File: config.mk
export PLATFORM = sky130hd
export DESIGN_NAME = pc_fetch_ctrl
export DESIGN_NICKNAME = d
export VERILOG_FILES = /design/src/rtl/pc_fetch_ctrl.sv
export SDC_FILE = /design/constraint.sdc
export NUM_CORES = 1
export LEC_CHECK = 0
export CAP_MARGIN = 30
export CELL_PAD_IN_SITES_DETAIL_PLACEMENT = 1
export CELL_PAD_IN_SITES_GLOBAL_PLACEMENT = 2
export CORE_ASPECT_RATIO = 1.75
export CORE_MARGIN = 10
export CORE_UTILIZATION = 27
export CTS_CLUSTER_SIZE = 10
export DETAILED_ROUTE_END_ITERATION = 10
export GPL_TIMING_DRIVEN = 0
export PLACE_DENSITY = 0.87
export SYNTH_ARGS = -nofsm -noshare
export SYNTH_HDL_FRONTEND = slang
export SYNTH_SLANG_ARGS = --single-unit
File: constraint.sdc
create_clock -name i_clock -period 3.3 [get_ports i_clock]
set_clock_uncertainty 0.05 [all_clocks]
set_input_delay 0.66 -clock i_clock [delete_from_list [all_inputs] [get_ports i_clock]]
set_output_delay 0.66 -clock i_clock [all_outputs]
set_load 0.01 [all_outputs]
File: src/rtl/pc_fetch_ctrl.sv
// Instruction-fetch PC controller: sequential advance, branch/jump redirect,
// redirect buffering across stalls, halt, flush strobe and fetch counter.
module pc_fetch_ctrl #(
    parameter int                   N_BITS_DW = 32,
    parameter logic [N_BITS_DW-1:0] RESET_PC  = '0,
    parameter int                   PC_STEP   = 4
) (
    input  logic                 i_clock,
    input  logic                 i_reset,
    input  logic                 i_enable,
    input  logic                 i_stall,
    input  logic                 i_branch_taken,
    input  logic [N_BITS_DW-1:0] i_branch_target,
    input  logic                 i_jump,
    input  logic [N_BITS_DW-1:0] i_jump_target,
    input  logic                 i_halt,
    output logic [N_BITS_DW-1:0] o_pc,
    output logic [N_BITS_DW-1:0] o_pc_next,
    output logic                 o_flush,
    output logic                 o_halted,
    output logic                 o_misaligned,
    output logic [31:0]          o_instr_count
);

    typedef enum logic {
        RUN    = 1'b0,
        HALTED = 1'b1
    } state_t;

    state_t               state, state_d;
    logic [N_BITS_DW-1:0] pc_d;
    logic                 misaligned_d;
    logic [31:0]          count_d;
    logic                 pending_valid, pending_valid_d;
    logic [N_BITS_DW-1:0] pending_target, pending_target_d;

    logic                 active;
    logic                 req;
    logic [N_BITS_DW-1:0] req_target;
    logic                 apply_redirect;
    logic [N_BITS_DW-1:0] sel_target;

    assign o_pc_next = o_pc + N_BITS_DW'(PC_STEP);
    assign o_halted  = (state == HALTED);

    // Branch resolves in EX, so it is older than a jump in ID and wins.
    assign req        = i_branch_taken | i_jump;
    assign req_target = i_branch_taken ? i_branch_target : i_jump_target;
    assign active     = i_enable && (state == RUN);
    assign sel_target = req ? req_target : pending_target;

    always_comb begin
        state_d          = state;
        pc_d             = o_pc;
        misaligned_d     = o_misaligned;
        count_d          = o_instr_count;
        pending_valid_d  = pending_valid;
        pending_target_d = pending_target;
        apply_redirect   = 1'b0;
        o_flush          = 1'b0;

        if (active) begin
            if (i_stall) begin
                if (req) begin
                    pending_valid_d  = 1'b1;
                    pending_target_d = req_target;
                end
            end else begin
                apply_redirect = req | pending_valid;
                count_d        = o_instr_count + 32'd1;
                if (apply_redirect) begin
                    pc_d            = {sel_target[N_BITS_DW-1:2], 2'b00};
                    o_flush         = 1'b1;
                    pending_valid_d = 1'b0;
                    if (sel_target[1:0] != 2'b00)
                        misaligned_d = 1'b1;
                end else begin
                    pc_d = o_pc_next;
                    // A halt alongside a redirect is on the wrong path.
                    if (i_halt)
                        state_d = HALTED;
                end
            end
        end
    end

    always_ff @(posedge i_clock) begin
        if (i_reset) begin
            state          <= RUN;
            o_pc           <= RESET_PC;
            o_misaligned   <= 1'b0;
            o_instr_count  <= '0;
            pending_valid  <= 1'b0;
            pending_target <= '0;
        end else begin
            state          <= state_d;
            o_pc           <= pc_d;
            o_misaligned   <= misaligned_d;
            o_instr_count  <= count_d;
            pending_valid  <= pending_valid_d;
            pending_target <= pending_target_d;
        end
    end

endmodule

# After elaboration in Yosys (flattened, before gate mapping)
# Cells that the tools add are included.
dict set report totals {
  ff_bits 99
  output_inout_bits 99
}
dict set report op_classes {
  mux 9
  reduce_logical 8
  bitwise 5
  n_eq_ne 1
  add_sub_neg 2
}
# operator n
set ops {}
lappend ops {{2-to-1 mux 32 bit} 3}
lappend ops {{adder 32 x 1 -> 32 bit, second input constant} 1}
lappend ops {{adder 32 x 3 -> 32 bit, second input constant} 1}
lappend ops {{AND reduction 4 bit} 2}
lappend ops {{2-to-1 mux 1 bit} 6}
lappend ops {{AND reduction 2 bit} 2}
lappend ops {{nonzero test 2 bit} 2}
lappend ops {{inverter 1 bit} 3}
lappend ops {{AND reduction 3 bit} 1}
lappend ops {{inequality test 2 x 1 -> 1 bit, second input constant} 1}
lappend ops {{OR 1 bit} 2}
lappend ops {{logical AND 1 bit} 1}

# Longest topological paths before layout
dict set report depth {
  depth_word 5
  mapped_depth 8
  mapped_depth_nobuf 5
}

# Worst setup path before layout
# Ideal clock, no wire load.
dict set report synth_timing {
  path_kind {register to output}
  start {register o_pc[9]}
  end {output o_pc_next[23]}
  stages_incl_launch_ff 7
  path_slack_ns 0.598
  n_path_buf 2
  t_required_ns 2.590
  arrival_time_ns 1.992
  path_cell_list {dfxtp_1 > clkbuf_1 > nand4_1 > or4_1 > clkbuf_1 > nor3_1 > xor2_1}
}
dict set report synth_via {
  elab_chain_cells 1
}
# item line
set synth_rtl {}
lappend synth_rtl {{from (decl)} 17} ;# output logic [N_BITS_DW-1:0] o_pc,
lappend synth_rtl {{from (signal assigned)} 97} ;# o_pc <= pc_d;
lappend synth_rtl {{adder 32 x 3 -> 32 bit} 43} ;# assign o_pc_next = o_pc + N_BITS_DW'(PC_STEP);
lappend synth_rtl {{to (decl)} 18} ;# output logic [N_BITS_DW-1:0] o_pc_next,
# No other way between the ends.

# Worst setup path after layout
dict set report layout_timing {
  start {register o_pc[2]}
  end {output o_pc_next[18]}
}
# Same word-level chain as after synthesis.

==> impl_metrics.env <==
export IMPL_ys_types=67
export IMPL_yosys_area_share_xor_xnor=0.0523
export IMPL_synth_adder_area_share=0.00415
export IMPL_dieArea_mm2=0.0289
export IMPL_final_max_slew_viol_count=0
export IMPL_cts_tree="done"
export IMPL_layout_cell_area_non_filler_mm2=0.00860
export IMPL_grt_ovfl_total=0
export IMPL_synthToLayoutAreaGrowth_pct=42.8
export IMPL_synth_simple_gate_area_share=0.274
export IMPL_worst_slew_pin_transition_ns=0.801
export IMPL_ios=170
export IMPL_post_drt_via_cell_ratio=5.71
export IMPL_netSwitchingPower_uw=904
export IMPL_synth_area_mm2=0.00602
export IMPL_drt_iter0_drc=375
export IMPL_slew_headroom=0.466
export IMPL_netSwitchingFraction=0.298
export IMPL_maxCapViolCount=0
export IMPL_share_clk_of_total_power=0.374
export IMPL_post_synthesis_compound_gate_area_fraction=0.270
export IMPL_power_frac_comb=0.201
export IMPL_grt_start_max_net_pins=16
export IMPL_syn_avg_cell_area_um2=7.64
export IMPL_cellPowerDensity_mw_per_mm2=352
export IMPL_start_util=0.273
export IMPL_finish_net_count=1042
export IMPL_max_vdd_ir_drop_v=0.000239
export IMPL_vias=7255
export IMPL_finalCritPeriodShare=0.975
export IMPL_crit_fanout=8
export IMPL_finalCoreUtilization=0.390
export IMPL_grt_setup_unrepaired="yes"
export IMPL_crit_path_top_delay_cell="clkdlybuf4s50_1"
export IMPL_worstPathCellList="ha_2 > and3_2 > nand4_1 > buf_4 > nor2_1 > xor2_1 > clkdlybuf4s50_1"
export IMPL_port_buffers=163
export IMPL_global_route_usage_total=0.202
export IMPL_yosys_warnings=0
export IMPL_timing_critical_path_arrival_ns=2.51
export IMPL_gp_routability_congestion=0.893
export IMPL_start_kind="flop"
export IMPL_fin_crit_ns=3.22
export IMPL_ys_flop_type="dfxtp_1"
export IMPL_h_tree_depth=3
export IMPL_dpl_worst_slack_ns=-0.732
export IMPL_wl_um=30400
export IMPL_clkLatencyLatePin_ns=0.36
export IMPL_die_height_um=218
export IMPL_mostFrequentLayoutCell="clkdlybuf4s50_1"
export IMPL_outcome="completed"
export IMPL_core_region_area_mm2=0.0221
export IMPL_mostFrequentLayoutCells="156 x clkdlybuf4s50_1, 77 x dfxtp_1, 64 x nor2_1"
export IMPL_hold_class="reg2reg"
export IMPL_count_of_antenna_violating_nets_left_after_detailed_routing=0
export IMPL_worst_path_largest_cell_delay_ns=0.55
export IMPL_worst_setup_path_end_kind="primary output"
export IMPL_finish_cell_count_without_fillers=1270
export IMPL_drive_above_1_share=0.0966
export IMPL_wire_per_inst_um=24.0
export IMPL_die_x_um=133
export IMPL_post_route_worst_setup_slack_ns=0.0812
export IMPL_hold_viol_final=0
export IMPL_crit_required_ns=2.59
export IMPL_synth_edf_count=0
export IMPL_placed_cell_area_mm2=0.00804
export IMPL_power_sequential_fraction=0.425
export IMPL_cts_root_buffer="clkbuf_16"
export IMPL_achievable_frequency_ghz=0.311
export IMPL_ys_ff_latch=97
export IMPL_grt_pass1_wl_um=45700
export IMPL_clk_pin_slew_worst_paths_ns=0.07
export IMPL_synth_async_reset_ratio=0
export IMPL_hpwlAfterDp_um=23900
export IMPL_synth_cells=789
export IMPL_drc=0
export IMPL_crit_type="reg2out"
export IMPL_clkSinkCount=97
export IMPL_placed_cells=1251
export IMPL_cts_buffers=9
export IMPL_seq_area_frac_synth=0.322
export IMPL_firstDrtPassIters=5
export IMPL_combinational_family_with_the_most_area_after_synthesis="simple AND/OR/NAND/NOR gates"
export IMPL_initial_antenna_violation_count=1
export IMPL_via_count_of_the_first_global_routing_pass=7538
export IMPL_power_leakage_uw=0.00285
export IMPL_internal_power_uw=2130
export IMPL_muxShareOfSynthArea=0.0129
export IMPL_fin_setup_tns_ns=0
export IMPL_ctsLongestPathBuffers=2
export IMPL_setup_viol=0
export IMPL_hold_buffers=0
export IMPL_floorplan_rows=72
-- final timing paths --
check                 from            end  slack, ns  cells past startpoint
max                o_pc[2]  o_pc_next[18]       0.08                      7
min           o_misaligned   o_misaligned       0.41                      2
max reg2reg  pending_valid       o_pc[26]       0.74                      6
min reg2reg   o_misaligned   o_misaligned       0.41                      2
-- power by group through the flow --
stage	clock network, µW	registers (µW)	logic, µW
6_report	1130	1290	610
5_1_grt	1190	1290	649
4_1_cts	1150	1280	610
3_5_place_dp	0	1300	613
3_3_place_gp	0	1300	605
2_1_floorplan	0	1290	277
-- metrics by stage --
| stage | hold slack (ns) | power [µW] |
|---|---|---|
| 2_1_floorplan | 0.420 | 1570 |
| 3_3_place_gp | 0.390 | 1900 |
| 3_5_place_dp | 0.397 | 1910 |
| 4_1_cts | 0.406 | 3040 |
| 5_1_grt | 0.433 | 3140 |
| 6_report | 0.406 | 3030 |
-- layer usage --
metal | GRT usage | share of wire | vias to the layer above | routed length (µm)
met4 | 0.115 | 0.054 | 0 | 1630
li1 | - | - | 3314 | -
met1 | 0.199 | 0.36 | 3542 | 10800
met5 | 0 | 0 | - | 0
met3 | 0.0383 | 0.050 | 87 | 1510
met2 | 0.384 | 0.54 | 312 | 16500
-- layout make-up --
cell class,instances,area (µm²)
clock inverter,4,52.6
clock buffer,11,253
tap,296,370
timing repair buffer,176,1730
multi-input combinational,599,3850
buffer,68,298
antenna,1,2.50
inverter,18,67.6
sequential,97,1980
fill,2665,13500
-- state kept, by name, indices dropped and copies added (netlist names) --
register and flops:
o_instr_count 32, pending_target 32, o_pc 30, o_halted 1
o_misaligned 1, pending_valid 1
-- Yosys cell counts (all sizes together), types with 5 or more instances --
library cell  count  area, µm²
a211oi           35        263
a21oi            61        305
a2bb2oi          10       87.6
a31oi             9       56.3
and2              8       50.1
and3             12       75.1
and4              8       70.1
buf              11       66.3
clkbuf           67        251
dfxtp            97       1940
inv              17       63.8
mux2              6       67.6
nand2            46        173
nand2b           11       68.8
nand3            26        130
nand3b           19        143
nand4            23        144
nor2             66        248
nor2b            16        100
nor3             22        110
nor4             14       87.6
o211ai            7       52.6
o21ai            43        215
o22ai            23        144
o311ai           10       87.6
o31ai            12       90.1
o32ai             5       43.8
or4              19        146
xnor2            19        166
xor2             17        149
-- logic make-up (layout without fill, tap and decap cells) --
group | after synthesis | after routing
muxes | 7 | 7
AOI/OAI and AO/OA | 246 | 246
other | 1 | 5
DFF | 97 | 97
and+or+nand+nor | 304 | 304
xor gates and xnor gates | 36 | 36
adders and majority gates | 2 | 2
buffers and inverters | 96 | 277
-- timing repair --
item,4_1_cts,5_1_grt
endpoints found under the setup margin,24,15
pin swaps,3,1
resized for setup,58,14
setup buffers,12,1
-- worst max-delay path: cells and delay by family (launching register included) --
family | cells | cell delay [ns]
flip-flops | 1 | 0.43
AND/OR/NAND/NOR | 3 | 0.55
XOR/XNOR | 1 | 0.16
adder cells (fa/ha/maj) | 1 | 0.28
buffers and inverters | 2 | 0.73
No activity file was read; power rests on OpenSTA's default activity.
